## src/rtl/fetch_stage.sv

```systemverilog
// Instruction-fetch control: issues imem requests, drives the PC write port and
// owns the IF/ID latch, handling stalls, redirects with a fetch in flight, and halt.
module fetch_stage #(
    parameter int unsigned PC_STEP = 4
) (
    input  logic        CLK,
    input  logic        RST,
    input  logic [31:0] pco,
    output logic        pc_wen,
    output logic [31:0] pci,
    output logic        iREN,
    output logic [31:0] iaddr,
    input  logic        ihit,
    input  logic [31:0] iload,
    input  logic        stall,
    input  logic        flush,
    input  logic [31:0] branch_target,
    input  logic        halt,
    output logic        ifid_valid,
    output logic [31:0] ifid_instr,
    output logic [31:0] ifid_npc
);

    typedef enum logic [1:0] {
        FETCH  = 2'd0,
        HOLD   = 2'd1,
        DROP   = 2'd2,
        HALTED = 2'd3
    } state_t;

    localparam logic [31:0] STEP = 32'(PC_STEP);

    state_t      state_reg, state_next;
    logic        ifid_valid_reg, ifid_valid_next;
    logic [31:0] ifid_instr_reg, ifid_instr_next;
    logic [31:0] ifid_npc_reg, ifid_npc_next;
    logic [31:0] buf_instr_reg, buf_instr_next;
    logic [31:0] buf_npc_reg, buf_npc_next;
    logic [31:0] drop_addr_reg, drop_addr_next;
    logic [31:0] seq_pc;

    assign seq_pc = pco + STEP;

    always_ff @(posedge CLK) begin
        if (RST) begin
            state_reg      <= FETCH;
            ifid_valid_reg <= 1'b0;
            ifid_instr_reg <= '0;
            ifid_npc_reg   <= '0;
            buf_instr_reg  <= '0;
            buf_npc_reg    <= '0;
            drop_addr_reg  <= '0;
        end else begin
            state_reg      <= state_next;
            ifid_valid_reg <= ifid_valid_next;
            ifid_instr_reg <= ifid_instr_next;
            ifid_npc_reg   <= ifid_npc_next;
            buf_instr_reg  <= buf_instr_next;
            buf_npc_reg    <= buf_npc_next;
            drop_addr_reg  <= drop_addr_next;
        end
    end

    always_comb begin
        state_next      = state_reg;
        ifid_valid_next = ifid_valid_reg;
        ifid_instr_next = ifid_instr_reg;
        ifid_npc_next   = ifid_npc_reg;
        buf_instr_next  = buf_instr_reg;
        buf_npc_next    = buf_npc_reg;
        drop_addr_next  = drop_addr_reg;
        iREN            = 1'b0;
        iaddr           = pco;
        pc_wen          = 1'b0;
        pci             = seq_pc;

        unique case (state_reg)
            FETCH: begin
                iREN = 1'b1;
                if (flush) begin
                    pc_wen          = 1'b1;
                    pci             = branch_target;
                    ifid_valid_next = 1'b0;
                    ifid_instr_next = '0;
                    ifid_npc_next   = '0;
                    // A miss is still outstanding at pco; finish it and throw it away.
                    if (!ihit) begin
                        drop_addr_next = pco;
                        state_next     = DROP;
                    end
                end else if (halt) begin
                    iREN            = 1'b0;
                    ifid_valid_next = 1'b0;
                    ifid_instr_next = '0;
                    ifid_npc_next   = '0;
                    state_next      = HALTED;
                end else if (ihit) begin
                    pc_wen = 1'b1;
                    if (stall) begin
                        buf_instr_next = iload;
                        buf_npc_next   = seq_pc;
                        state_next     = HOLD;
                    end else begin
                        ifid_valid_next = 1'b1;
                        ifid_instr_next = iload;
                        ifid_npc_next   = seq_pc;
                    end
                end else if (!stall) begin
                    ifid_valid_next = 1'b0;
                    ifid_instr_next = '0;
                    ifid_npc_next   = '0;
                end
            end
            HOLD: begin
                if (flush || halt) begin
                    pc_wen          = flush;
                    pci             = flush ? branch_target : seq_pc;
                    ifid_valid_next = 1'b0;
                    ifid_instr_next = '0;
                    ifid_npc_next   = '0;
                    buf_instr_next  = '0;
                    buf_npc_next    = '0;
                    state_next      = flush ? FETCH : HALTED;
                end else if (!stall) begin
                    ifid_valid_next = 1'b1;
                    ifid_instr_next = buf_instr_reg;
                    ifid_npc_next   = buf_npc_reg;
                    state_next      = FETCH;
                end
            end
            DROP: begin
                iREN            = 1'b1;
                iaddr           = drop_addr_reg;
                ifid_valid_next = 1'b0;
                ifid_instr_next = '0;
                ifid_npc_next   = '0;
                if (flush) begin
                    pc_wen = 1'b1;
                    pci    = branch_target;
                end
                if (ihit) begin
                    state_next = FETCH;
                end
            end
            HALTED: begin
                ifid_valid_next = 1'b0;
                ifid_instr_next = '0;
                ifid_npc_next   = '0;
            end
            default: state_next = FETCH;
        endcase
    end

    assign ifid_valid = ifid_valid_reg;
    assign ifid_instr = ifid_instr_reg;
    assign ifid_npc   = ifid_npc_reg;

endmodule

```

## config.mk

```make
export PLATFORM = sky130hd
export DESIGN_NAME = fetch_stage
export DESIGN_NICKNAME = d
export VERILOG_FILES = /design/src/rtl/fetch_stage.sv
export SDC_FILE = /design/constraint.sdc
export NUM_CORES = 1
export LEC_CHECK = 0
export ABC_AREA = 1
export ABC_CLOCK_PERIOD_IN_PS = 2200
export BUFFER_PORTS_ARGS = -buffer_cell sky130_fd_sc_hd__buf_2
export CORE_UTILIZATION = 52
export CTS_CLUSTER_SIZE = 28
export DETAILED_ROUTE_END_ITERATION = 10
export MAX_ROUTING_LAYER = met4
export PLACE_DENSITY = 0.8
export SLEW_MARGIN = 20
export SYNTH_ARGS = -nofsm -noshare
export SYNTH_HDL_FRONTEND = slang
export SYNTH_SLANG_ARGS = --single-unit
export TNS_END_PERCENT = 10
```

## constraint.sdc

```tcl
create_clock -name CLK -period 2.2 [get_ports CLK]
set_clock_uncertainty 0.1 [all_clocks]
set_input_delay 0.33 -clock CLK [delete_from_list [all_inputs] [get_ports CLK]]
set_output_delay 0.33 -clock CLK [all_outputs]
set_load 0.02 [all_outputs]
```

After elaboration in Yosys (flattened, before gate mapping)
Index checks and enable logic that the tools add are counted.
{"block": "totals", "regBits": 163, "latch_bits": 0, "ram_bits": 0, "mem_bits_ro": 0, "input_bits": 102, "out_inout_bits": 131, "elab_cells": 90, "memories": 0}
{"block": "op_classes", "addsub": 1, "mul": 0, "div": 0, "order_cmp": 0, "eq_ne": 15, "shifts": 0, "n_mux": 56, "bitwise": 1, "n_reduce_logical": 10}
{"op": "$mux 32", "n": 25}
{"op": "$pmux 32 s2", "n": 3}
{"op": "$pmux 32 s3", "n": 2}
{"op": "$add 32x3->32 const B", "n": 1}
{"op": "$mux 2", "n": 9}
{"op": "$mux 1", "n": 13}
{"op": "$ne 2x2->1 const B", "n": 6}
{"op": "$ne 4x4->1 const B", "n": 3}
{"op": "$reduce_and 6->1", "n": 2}
{"op": "$ne 3x3->1 const B", "n": 2}
{"op": "$pmux 1 s3", "n": 2}
{"op": "$pmux 2 s3", "n": 1}
{"op": "$ne 5x5->1 const B", "n": 1}
{"op": "$eq 2x2->1 const B", "n": 2}
{"op": "$reduce_or 2->1", "n": 2}
{"op": "$reduce_and 3->1", "n": 1}
{"op": "$reduce_bool 3->1", "n": 1}
{"op": "$eq 2x1->1 const B", "n": 1}
{"op": "$logic_not 2->1", "n": 1}
{"op": "$pmux 1 s2", "n": 1}
{"op": "$reduce_and 2->1", "n": 1}
{"op": "$reduce_bool 2->1", "n": 1}
{"op": "$logic_or 1x1->1", "n": 1}
{"op": "$not 1->1", "n": 1}

Depth between registers and ports, before layout
Gate-level depths: netlist of run 1.
{"block": "logic_depth", "depth_word": 6, "ltp_mapped": 11, "depth_no_buf": 11}

Worst setup path before layout of run 1
OpenSTA, ideal clock, no wires.
{"block": "synth_timing", "path_type": "reg-to-output", "startpoint": "register state_reg[0]", "endpoint": "output port pci[0]", "arrival_time_ps": 1756, "required_ps": 1770, "path_slack_ps": 14, "path_stages_with_launch": 9, "n_path_buf": 2, "path_cell_list": "dfxtp_1 -> inv_1 -> ha_1 -> buf_2 -> inv_1 -> nand3_1 -> buf_1 -> inv_1 -> a211oi_1"}
{"block": "synth_via", "elab_chain_len": 3, "elab_cells_between_ends": 5, "classes_between": "eq/ne (2); mux (1); reduce/logical (2)"}
{"item": "from (decl)", "line_no": "33", "source": "state_t state_reg, state_next;"}
{"item": "from (signal assigned)", "line_no": "54", "source": "state_reg <= state_next;"}
{"item": "$eq 2x2->1 / $logic_not 2->1 (equally long branches)", "line_no": "77", "source": "unique case (state_reg)"}
{"item": "$reduce_or 2->1 (no source line)"}
{"item": "$pmux 32 s2 (*)", "line_no": "77"}
{"item": "to (decl)", "line_no": "10", "source": "output logic [31:0] pci,"}
Every way passes the cells marked *; elsewhere a longest branch is shown, timed or not.

Worst setup path after layout of run 1
{"block": "layout_timing", "startpoint": "register state_reg[1]", "endpoint": "output port pci[15]"}
Same word-level chain as after synthesis.

==> results of run 1 <==
## stage by stage
step	worst slack [ns]	std cells
finish	-0.191	1637
global placement	-0.0321	1596
detailed placement	-0.0609	1596
CTS	-0.143	1634
global route	-0.245	1637
floorplan	0.0142	1207
## power by group through the flow
stage | registers (mW) | logic (mW) | clock network, mW
after global placement | 3.49 | 4.01 | 0
after detailed placement | 3.50 | 4.05 | 0
after floorplan | 3.65 | 2.47 | 0
final | 3.48 | 4.94 | 2.90
after CTS | 3.47 | 4.66 | 2.92
after global routing | 3.51 | 5.28 | 3.06
## cell families (layout without fill, tap and decap cells)
kind of cell / after synthesis / count (layout) / synth area share
xor gates and xnor gates: 7 / 7 / 0.00758
and+or+nand+nor: 463 / 463 / 0.239
DFF: 163 / 163 / 0.404
AOI/OAI and AO/OA: 408 / 408 / 0.259
adders and majority gates: 5 / 5 / 0.00774
buffers and inverters: 161 / 403 / 0.0837
## layout make-up
class	count	share of cell area
sequential	163	0.308
clock inverter	12	0.0119
multi-input combinational	883	0.409
timing repair buffer	290	0.177
inverter	81	0.0298
clock buffer	20	0.0421
tap	188	0.0222
## cells in the final DEF (no fill, tap or decap), types with 3 or more instances in the layout
cell                        instances
sky130_fd_sc_hd__clkbuf_16         17
sky130_fd_sc_hd__xor2_1             5
sky130_fd_sc_hd__clkinv_4           3
sky130_fd_sc_hd__buf_2            212
sky130_fd_sc_hd__o21ai_2            9
sky130_fd_sc_hd__a21oi_1          231
sky130_fd_sc_hd__a21o_1             4
sky130_fd_sc_hd__inv_4              3
sky130_fd_sc_hd__inv_1             68
sky130_fd_sc_hd__or2_2              6
sky130_fd_sc_hd__buf_6              9
sky130_fd_sc_hd__inv_2              9
sky130_fd_sc_hd__o21ai_1           34
sky130_fd_sc_hd__nand3_2            3
sky130_fd_sc_hd__buf_12            11
sky130_fd_sc_hd__buf_4             55
sky130_fd_sc_hd__nor2_1            57
sky130_fd_sc_hd__o21ai_0          111
sky130_fd_sc_hd__ha_4               4
sky130_fd_sc_hd__dfxtp_1          161
sky130_fd_sc_hd__nand3_1           94
sky130_fd_sc_hd__nand2_1          284
sky130_fd_sc_hd__nand2_2            3
sky130_fd_sc_hd__o21bai_1           3
sky130_fd_sc_hd__nor2_4             7
sky130_fd_sc_hd__a211oi_2           3
sky130_fd_sc_hd__inv_6              3
sky130_fd_sc_hd__o211ai_1           9
## per-layer routing
layer / track usage / routed length, um / vias to the layer above
met5: - / 0 / -
met4: 0.139 / 1030 / 0
met3: 0.0624 / 2000 / 76
met2: 0.579 / 13500 / 443
met1: 0.416 / 11000 / 4338
li1: - / - / 4501
## worst min-delay path, delay by kind of cell
kind / cells / cell delay [ns]
buffers and inverters: 1 / 0.10
and+or+nand+nor: 1 / 0.05
AOI/OAI and AO/OA: 1 / 0.06
## repair_timing
action / CTS / global route
cloned: 3 / 0
resized for setup: 63 / 43
pin swaps: 8 / 12
buffers inserted: 3 / 3
setup endpoints to repair: 67 / 108
## how the worst max path moves through the flow
stage / endpoint
6_report: pci[15]
5_1_grt: pci[15]
4_1_cts: pci[6]
3_5_place_dp: pci[17]
3_3_place_gp: pci[17]
2_1_floorplan: pci[0]
==> metrics.csv, run 1 <==
stage;metric;value;unit
outcome;outcome;finished, violations left;
outcome;violated checks;setup timing;
setup_path;launching element type of the critical path;register;
floorplanning;Vert. Die Dim;127;um
setup_path;Cell Chain, Critical Path;inv_4, ha_4, nor2_4, nand3_4, buf_12, buf_4, o21ai_2, a21oi_1, buf_4;
grt;number of antenna violations at the first check in global routing;0;
logic_synthesis;EDFF count, synth;0;
finish;share of cells above drive strength 1;0.262;
min_path;Worst Min Path Start;iload[22];
sta;tightest slew margin relative to the limit;0.276;
setup_path;kind of capture point of the worst setup path;primary output;
job;max_cap viols;0;
route;Post-route DRC;0;
sta;Final Hold Slack;0.0590;ns
clock_network;CTS tree;built;
min_path;class of the tightest hold or removal check;in2reg;
floorplanning;placeable core region;15200;um^2
power;Power Internal;6.79;mW
clock_network;Sink Count;163;
setup_path;Crit Reg-Reg Endpoint;buf_instr_reg[23];
logic_synthesis;yosys warns;0;
setup_path;first element of the critical path;state_reg[1];
placement;HPWL after detailed placement;18100;um
grt;maximum number of pins on one net before global-route repair;68;
floorplanning;FP Rows;45;
logic_synthesis;biggest area consumer among synthesized cells;sky130_fd_sc_hd__dfxtp_1;
route;number of nets with antenna violations after detailed routing;0;
finish;area of the multi-input gates;4340;um^2
finish;total inserted antenna cells;0;
logic_synthesis;gate count of the mapped netlist;1207;
logic_synthesis;area share of the largest cell type after synthesis;0.404;
route;per-cell routed wire length;16.8;um
sta;top achievable clock speed;418;MHz
finish;area taken by flip-flops and latches;3270;um^2
logic_synthesis;netlist area before placement;8090;um^2
power;overall power of the completed layout;11.3;mW
power;Combinational Power Share;0.436;
placement;GP Congestion;0.923;
power;share of power burned in the clock network;0.256;
grt;global-route usage over all layers;0.347;
clock_network;CTS H-tree depth;4;
logic_synthesis;distinct cell type count after synthesis;31;
clock_network;CTS Buffer Depth;2;
sta;clock period minus worst slack;2.39;ns
min_path;end point of the most critical hold path;buf_instr_reg[22];
setup_path;minimum setup slack among reg-to-reg paths;-0.09;ns
grt;first-pass GRT wire length;42700;um
grt;overflow left after global routing;0;
route;overall routed net length;27500;um
power;maximum resistive drop on vdd;925;uV
logic_synthesis;flip-flop cell with the highest count after synthesis;sky130_fd_sc_hd__dfxtp_1;
sta;final worst setup slack;-0.191;ns
clock_network;number of CTS-inserted buffers;17;
route;TritonRoute pass-1 iters;6;
route;vias post-DR;9358;
floorplanning;Die X-Extent;127;um
floorplanning;die footprint;16100;um^2
finish;fill cell instance count of the final layout;1341;
power;power per standard cell area;1070;nW/um^2
power;Sequential Power Share;0.307;
setup_path;Top cell by count, worst path;sky130_fd_sc_hd__buf_4;
setup_path;reg2reg path depth;8;
logic_synthesis;most used standard cell by instance count after synthesis;sky130_fd_sc_hd__nand2_1;
setup_path;WS Path Type;reg2out;
setup_path;maximum net fanout on the critical path;6;
logic_synthesis;nets in the synthesized netlist;1314;
power;leakage power of the design;4.61;nW
setup_path;buffers and inverters on the worst path;4;
logic_synthesis;Commonest cells post-synth;286 x sky130_fd_sc_hd__nand2_1, 233 x sky130_fd_sc_hd__a21oi_1, 163 x sky130_fd_sc_hd__dfxtp_1;
clock_network;cell at the root of the clock tree;sky130_fd_sc_hd__clkbuf_16;
finish;number of nets at the end of the flow;1543;
placement;total of buffers placed on input and output ports;232;
min_path;worst hold path stage count;3;
sta;final setup TNS;-5.77;ns
finish;Util after Layout;0.699;
logic_synthesis;flop and latch count out of synthesis;163;
finish;cell area after layout;10600;um^2
floorplanning;Top Ports;233;
setup_path;count of cell instances traversed by the critical path;9;
placement;standard cell area after detailed placement;9630;um^2
sta;part of the cycle the worst path needs;1.09;
setup_path;cell with the biggest individual delay on the critical path;sky130_fd_sc_hd__dfxtp_4;
setup_path;startpoint of the most critical register-to-register path;state_reg[1];
setup_path;Worst EP required;1.77;ns
power;reported net switching power;4.52;mW
sta;RSZ-0062 raised after global routing;true;
sta;slew at the pin closest to its max-slew limit;1.08;ns
logic_synthesis;share of synthesized registers carrying an async set or reset;0;
finish;layout overhead on the synthesized area;31.3;%
clock_network;Clock Pin Slew Worst Setup and Hold Paths;0.07;ns
setup_path;CP max stage delay;0.40;ns
logic_synthesis;sequential area share after synthesis;0.404;
sta;final hold vios;0;
grt;vias in the first global route;8451;
route;ratio of routed vias to standard cells;5.72;
logic_synthesis;Avg Cell Area, Syn;6.70;um^2
clock_network;Post-CTS Hold Fix Bufs;0;
logic_synthesis;top area cells in the synthesized netlist;sky130_fd_sc_hd__dfxtp_1 40%, sky130_fd_sc_hd__a21oi_1 14%, sky130_fd_sc_hd__nand2_1 13%, sky130_fd_sc_hd__o21ai_0 8.1%, sky130_fd_sc_hd__nand3_1 6.0%;
setup_path;Crit path max-delay family;buffers and inverters;
clock_network;latest clock arrival within the worst-skew pair;0.43;ns
sta;Max Transition Viols Final;0;
sta;total setup violations reported at the end of the flow;74;
route;initial detailed-routing violation count;848;
power;fraction of power spent switching nets;0.400;
floorplanning;effective utilization at floorplan;0.532;
setup_path;arrival time reported for the critical path endpoint;1.96;ns
No activity file was read; power rests on OpenSTA's default activity.
==> inputs of run 2 (changes only) <==
--- a/config.mk
+++ b/config.mk
@@ -15,2 +15,3 @@
 export PLACE_DENSITY = 0.8
+export SETUP_SLACK_MARGIN = 0.02
 export SLEW_MARGIN = 20
==> constraint.sdc (replaced) <==
create_clock -name CLK -period 2.2 [get_ports CLK]
set_clock_uncertainty 0.1 [all_clocks]
set_input_delay 0.22 -clock CLK [delete_from_list [all_inputs] [get_ports CLK]]
set_output_delay 0.22 -clock CLK [all_outputs]
set_load 0.02 [all_outputs]
==> metrics.csv, run 2 (synthesis results as in run 1) <==
stage;metric;value;unit;change
route;overall routed net length;28100;um;was 27500 um
sta;top achievable clock speed;430;MHz;was 418 MHz
sta;Final Hold Slack;0.00842;ns;was 0.0590 ns
grt;met1 routing resource usage after global routing;0.435;;was 0.416
floorplanning;Die X-Extent;127;um;unchanged
power;leakage power of the design;4.61;nW;about the same
outcome;outcome;finished, violations left;;unchanged
placement;# placed instances;1575;;was 1596
floorplanning;Vert. Die Dim;127;um;unchanged
floorplanning;die footprint;16100;um^2;unchanged
clock_network;cell at the root of the clock tree;sky130_fd_sc_hd__clkbuf_16;;unchanged
floorplanning;Top Ports;233;;unchanged
sta;slew at the pin closest to its max-slew limit;1.09;ns;was 1.08 ns
placement;HPWL after detailed placement;18500;um;was 18100 um
route;number of nets with antenna violations after detailed routing;0;;unchanged
finish;share of cells above drive strength 1;0.239;;was 0.262
grt;overflow left after global routing;0;;unchanged
route;TritonRoute pass-1 iters;8;;was 6
route;initial detailed-routing violation count;825;;was 848
job;max_cap viols;0;;unchanged
clock_network;Clock Pin Slew Worst Setup and Hold Paths;0.07;ns;about the same
finish;most common library cell in the layout ignoring fill and taps;sky130_fd_sc_hd__nand2_1;;unchanged
placement;standard cell area after detailed placement;9470;um^2;was 9630 um^2
sta;clock period minus worst slack;2.32;ns;was 2.39 ns
finish;cell area after layout;10800;um^2;was 10600 um^2
clock_network;CTS H-tree depth;4;;unchanged
setup_path;launching element type of the critical path;register;;unchanged
clock_network;Sink Count;163;;unchanged
grt;met2 layer usage reported by global route;0.584;;was 0.579
clock_network;CTS tree;built;;unchanged
grt;global-route usage over all layers;0.359;;was 0.347
sta;tightest slew margin relative to the limit;0.273;;was 0.276
grt;met3 Use GR;0.0557;;was 0.0624
power;maximum resistive drop on vdd;784;uV;was 925 uV
clock_network;number of CTS-inserted buffers;17;;unchanged
floorplanning;placeable core region;15200;um^2;unchanged
sta;total setup violations reported at the end of the flow;43;;was 74
grt;layer with the highest usage after global routing;met2;;unchanged
sta;Max Transition Viols Final;0;;unchanged
setup_path;Worst EP required;1.88;ns;was 1.77 ns
finish;number of nets at the end of the flow;1553;;was 1543
power;power per standard cell area;1080;nW/um^2;was 1070 nW/um^2
route;ratio of routed vias to standard cells;5.74;;was 5.72
route;vias post-DR;9436;;was 9358
route;Post-route DRC;0;;unchanged
grt;first-pass GRT wire length;44100;um;was 42700 um
grt;number of antenna violations at the first check in global routing;1;;was 0
setup_path;arrival time reported for the critical path endpoint;2.00;ns;was 1.96 ns
grt;vias in the first global route;8723;;was 8451
floorplanning;effective utilization at floorplan;0.532;;unchanged
finish;total inserted antenna cells;0;;unchanged
sta;part of the cycle the worst path needs;1.06;;was 1.09
route;per-cell routed wire length;17.1;um;was 16.8 um
grt;maximum number of pins on one net before global-route repair;65;;was 68
placement;GP Congestion;0.932;;was 0.923
setup_path;maximum net fanout on the critical path;8;;was 6
placement;total of buffers placed on input and output ports;232;;unchanged
setup_path;WS Path Type;reg2out;;unchanged
finish;commonest cells after routing, fill and taps aside;285 x sky130_fd_sc_hd__nand2_1, 230 x sky130_fd_sc_hd__a21oi_1, 223 x sky130_fd_sc_hd__buf_2;;was 284 x sky130_fd_sc_hd__nand2_1, 231 x sky130_fd_sc_hd__a21oi_1, 212 x sky130_fd_sc_hd__buf_2
floorplanning;FP Rows;45;;unchanged
clock_network;CTS Buffer Depth;2;;unchanged
finish;fill cell instance count of the final layout;1253;;was 1341
finish;layout overhead on the synthesized area;33.1;%;was 31.3%
sta;final worst setup slack;-0.123;ns;was -0.191 ns
min_path;class of the tightest hold or removal check;in2reg;;unchanged
setup_path;kind of capture point of the worst setup path;primary output;;unchanged
outcome;violated checks;setup timing;;unchanged
finish;non-filler instance count after layout;1645;;was 1637
sta;final setup TNS;-1.67;ns;was -5.77 ns
clock_network;latest clock arrival within the worst-skew pair;0.43;ns;about the same
sta;RSZ-0062 raised after global routing;true;;unchanged
sta;final hold vios;0;;unchanged
==> run 2: power by group <==
group | switching, mW | internal (mW) | total [mW] | leakage [nW]
Sequential | 0.191 | 3.29 | 3.48 | 1.33
Clock | 1.25 | 1.94 | 3.19 | 0.295
Combinational | 3.07 | 1.85 | 4.92 | 2.99
Total | 4.52 | 7.08 | 11.6 | 4.61
==> run 2: final cells by class <==
cell class | count | area [um^2] | share of cell area
Multi-Input combinational cell | 883 | 4330 | 0.402
Timing Repair Buffer | 300 | 1980 | 0.184
Clock inverter | 10 | 173 | 0.0160
Inverter | 81 | 322 | 0.0299
Sequential cell | 163 | 3270 | 0.304
Tap cell | 188 | 235 | 0.0219
Clock buffer | 20 | 447 | 0.0415
==> run 2: layer usage <==
| metal | vias to the layer above | wire (um) |
|---|---|---|
| met3 | 85 | 2180 |
| met5 | - | 0 |
| met1 | 4370 | 11200 |
| li1 | 4505 | - |
| met2 | 476 | 13500 |
| met4 | 0 | 1220 |
==> run 2: per-stage QoR <==
| stage | setup slack (ns) | power (mW) | util |
|---|---|---|---|
| 5_1_grt | -0.186 | 12.1 | 0.708 |
| 3_3_place_gp | 0.0743 | 7.48 | 0.623 |
| 4_1_cts | -0.103 | 11.3 | 0.702 |
| 3_5_place_dp | -0.00748 | 7.52 | 0.623 |
| 6_report | -0.123 | 11.6 | 0.708 |
| 2_1_floorplan | 0.124 | 6.12 | - |
==> run 2: worst paths after layout <==
| kind | start | cells past startpoint | slack, ns | end |
|---|---|---|---|---|
| max reg2reg | state_reg[0] | 8 | -0.03 | buf_instr_reg[10] |
| max | state_reg[0] | 10 | -0.12 | pci[8] |
| min | pco[1] | 3 | 0.008 | buf_npc_reg[1] |
| min reg2reg | buf_instr_reg[25] | 2 | 0.36 | buf_instr_reg[25] |
==> run 2: repair_timing <==
item | 4_1_cts | 5_1_grt
gates cloned | 2 | 0
buffers inserted | 3 | 2
endpoints found under the setup margin | 73 | 74
endpoints found under the hold margin | 65 | 0
hold buffers | 33 | 0
pin swaps | 9 | 7
gates resized for setup | 52 | 19
==> run 2: critical path, cell delays in order, from the launching register on <==
cell                       delay, ns
sky130_fd_sc_hd__dfxtp_4        0.40
sky130_fd_sc_hd__inv_4          0.06
sky130_fd_sc_hd__ha_4           0.16
sky130_fd_sc_hd__buf_6          0.11
sky130_fd_sc_hd__nor2_4         0.09
sky130_fd_sc_hd__nand3_4        0.16
sky130_fd_sc_hd__buf_12         0.20
sky130_fd_sc_hd__o21ai_2        0.06
sky130_fd_sc_hd__o21bai_1       0.14
sky130_fd_sc_hd__inv_1          0.07
sky130_fd_sc_hd__buf_6          0.13
==> inputs of run 3 (changes only) <==
CELL_PAD_IN_SITES_DETAIL_PLACEMENT = 0   (was default)
CELL_PAD_IN_SITES_GLOBAL_PLACEMENT = 1   (was default)
CORE_UTILIZATION = 36   (was 52)
PLACE_DENSITY = default   (was 0.8)
PLACE_DENSITY_LB_ADDON = 0.1   (was default)
==> metrics.csv, run 3 (synthesis results as in run 1) <==
stage;metric;value;unit;change
grt;vias in the first global route;8468;;was 8723
clock_network;Sink Count;163;;unchanged
outcome;outcome;finished, violations left;;unchanged
finish;commonest cells after routing, fill and taps aside;285 x sky130_fd_sc_hd__nand2_1, 232 x sky130_fd_sc_hd__a21oi_1, 216 x sky130_fd_sc_hd__buf_2;;was 285 x sky130_fd_sc_hd__nand2_1, 230 x sky130_fd_sc_hd__a21oi_1, 223 x sky130_fd_sc_hd__buf_2
setup_path;Cell Chain, Critical Path;inv_4, ha_4, buf_6, nor2_4, nand3_4, buf_12, o21ai_0, a21o_1, inv_1, buf_2;;was inv_4, ha_4, buf_6, nor2_4, nand3_4, buf_12, o21ai_2, o21bai_1, inv_1, buf_6
setup_path;launching element type of the critical path;register;;unchanged
route;met1 layer wirelength in the final routing;13600;um;was 11200 um
outcome;violated checks;hold timing, setup timing;;was setup timing
finish;most common library cell in the layout ignoring fill and taps;sky130_fd_sc_hd__nand2_1;;unchanged
route;vias post-DR;9061;;was 9436
route;top layer reached by signal wires;met4;;unchanged
sta;final hold vios;1;;was 0
placement;worst-case setup slack after placement;-0.0851;ns;was -0.00748 ns
clock_network;CTS H-tree depth;4;;unchanged
grt;global-route usage over all layers;0.265;;was 0.359
power;power per standard cell area;1050;nW/um^2;was 1080 nW/um^2
setup_path;WS Path Type;reg2out;;unchanged
finish;Util after Layout;0.507;;was 0.708
floorplanning;Top Ports;233;;unchanged
grt;first-pass GRT wire length;47000;um;was 44100 um
power;leakage power of the design;4.77;nW;was 4.61 nW
finish;cell area after layout;11100;um^2;was 10800 um^2
route;number of nets with antenna violations after detailed routing;0;;unchanged
setup_path;kind of capture point of the worst setup path;primary output;;unchanged
grt;maximum number of pins on one net before global-route repair;65;;unchanged
route;TritonRoute pass-1 iters;5;;was 8
finish;layout overhead on the synthesized area;37.3;%;was 33.1%
sta;tightest slew margin relative to the limit;0.505;;was 0.273
route;Detail Route met2 WL;14200;um;was 13500 um
placement;HPWL after detailed placement;20400;um;was 18500 um
power;maximum resistive drop on vdd;631;uV;was 784 uV
floorplanning;Die X-Extent;152;um;was 127 um
clock_network;Clock Pin Slew Worst Setup and Hold Paths;0.07;ns;about the same
setup_path;Worst EP required;1.88;ns;about the same
route;ratio of routed vias to standard cells;5.14;;was 5.74
min_path;class of the tightest hold or removal check;in2reg;;unchanged
clock_network;latest clock arrival within the worst-skew pair;0.43;ns;about the same
sta;clock period minus worst slack;2.27;ns;was 2.32 ns
placement;GP Congestion;0.889;;was 0.932
sta;Max Transition Viols Final;0;;unchanged
floorplanning;die footprint;23100;um^2;was 16100 um^2
clock_network;number of CTS-inserted buffers;17;;unchanged
sta;RSZ-0062 raised after global routing;true;;unchanged
route;Post-route DRC;0;;unchanged
route;initial detailed-routing violation count;597;;was 825
sta;Final Hold Slack;-0.00272;ns;was 0.00842 ns
floorplanning;effective utilization at floorplan;0.369;;was 0.532
finish;share of cells above drive strength 1;0.252;;was 0.239
grt;overflow left after global routing;0;;unchanged
floorplanning;placeable core region;21900;um^2;was 15200 um^2
route;overall routed net length;29800;um;was 28100 um
sta;top achievable clock speed;441;MHz;was 430 MHz
sta;total setup violations reported at the end of the flow;17;;was 43
sta;final worst setup slack;-0.0685;ns;was -0.123 ns
setup_path;arrival time reported for the critical path endpoint;1.95;ns;was 2.00 ns
route;per-cell routed wire length;16.9;um;was 17.1 um
job;max_cap viols;0;;unchanged
sta;slew at the pin closest to its max-slew limit;0.743;ns;was 1.09 ns
sta;part of the cycle the worst path needs;1.03;;was 1.06
clock_network;CTS Buffer Depth;2;;unchanged
setup_path;cell with the biggest individual delay on the critical path;sky130_fd_sc_hd__dfxtp_4;;unchanged
floorplanning;Vert. Die Dim;152;um;was 127 um
finish;number of nets at the end of the flow;1576;;was 1553
setup_path;CP max stage delay;0.38;ns;was 0.40 ns
clock_network;cell at the root of the clock tree;sky130_fd_sc_hd__clkbuf_16;;unchanged
clock_network;CTS tree;built;;unchanged
placement;standard cell area after detailed placement;9700;um^2;was 9470 um^2
grt;number of antenna violations at the first check in global routing;1;;unchanged
setup_path;maximum net fanout on the critical path;6;;was 8
route;routed wl met3;1570;um;was 2180 um
finish;fill cell instance count of the final layout;2339;;was 1253
placement;total of buffers placed on input and output ports;232;;unchanged
floorplanning;FP Rows;54;;was 45
-- run 3: cell types whose count changed in the layout (fill, tap and decap cells not counted), moves of 3 or more --
cell / change
sky130_fd_sc_hd__inv_6: +4
sky130_fd_sc_hd__inv_4: +3
sky130_fd_sc_hd__buf_4: +21
sky130_fd_sc_hd__o21ai_0: -3
sky130_fd_sc_hd__buf_6: +8
sky130_fd_sc_hd__buf_2: -7
sky130_fd_sc_hd__o21ai_2: +5
-- run 3: what timing repair did --
item	in CTS	in global routing
pin swaps	7	7
resized for setup	50	39
endpoints found under the setup margin	73	38
hold buffers	34	0
hold endpoints to repair	66	0
setup buffers	11	1
cloned	5	0
-- run 3: per-stage QoR --
stage,hold WS (ns),instances,TNS (ns),total power [mW]
2_1_floorplan,0.255,1207,0,6.12
3_3_place_gp,0.348,1682,0,7.62
3_5_place_dp,0.353,1682,-2.50,7.63
4_1_cts,0.000552,1763,-4.76,11.7
5_1_grt,0.0134,1762,-3.09,12.4
6_report,-0.00272,1762,-0.712,11.7
-- run 3: layout make-up --
cell class	count	area (um^2)	area share
antenna	1	2.50	0.000225
clock buffer	17	425	0.0383
clock inverter	14	215	0.0194
inverter	81	317	0.0285
multi-input combinational	883	4300	0.387
sequential	163	3270	0.295
tap	280	350	0.0316
timing repair buffer	323	2230	0.201
-- run 3: power breakdown --
group / total [mW] / internal (mW) / leakage, nW / switching, mW
sequential: 3.46 / 3.29 / 1.33 / 0.173
combinational: 4.93 / 1.90 / 3.13 / 3.04
clock: 3.31 / 1.94 / 0.315 / 1.37
-- run 3: worst max-delay path, delay by kind of cell (launching register included) --
kind,cells,cell delay [ns]
flip-flops,1,0.38
buffers and inverters,5,0.54
AND/OR/NAND/NOR,2,0.26
adder cells (fa/ha/maj),1,0.16
AO/OA/AOI/OAI,2,0.17
-- run 3: routing by layer --
layer / vias up / track usage
met4: 0 / 0.0695
met3: 24 / 0.0402
met1: 4216 / 0.344
li1: 4557 / -
met5: - / -
met2: 264 / 0.427
-- run 3: final timing paths --
kind / startpoint / endpoint / slack [ns] / cells after the start
hold reg to reg: buf_npc_reg[2] / buf_npc_reg[2] / 0.36 / 2
setup / recovery: state_reg[0] / pci[17] / -0.07 / 10
setup reg to reg: state_reg[0] / ifid_instr[5] / 0.12 / 9
hold / removal: pco[0] / ifid_npc[0] / -0.003 / 3
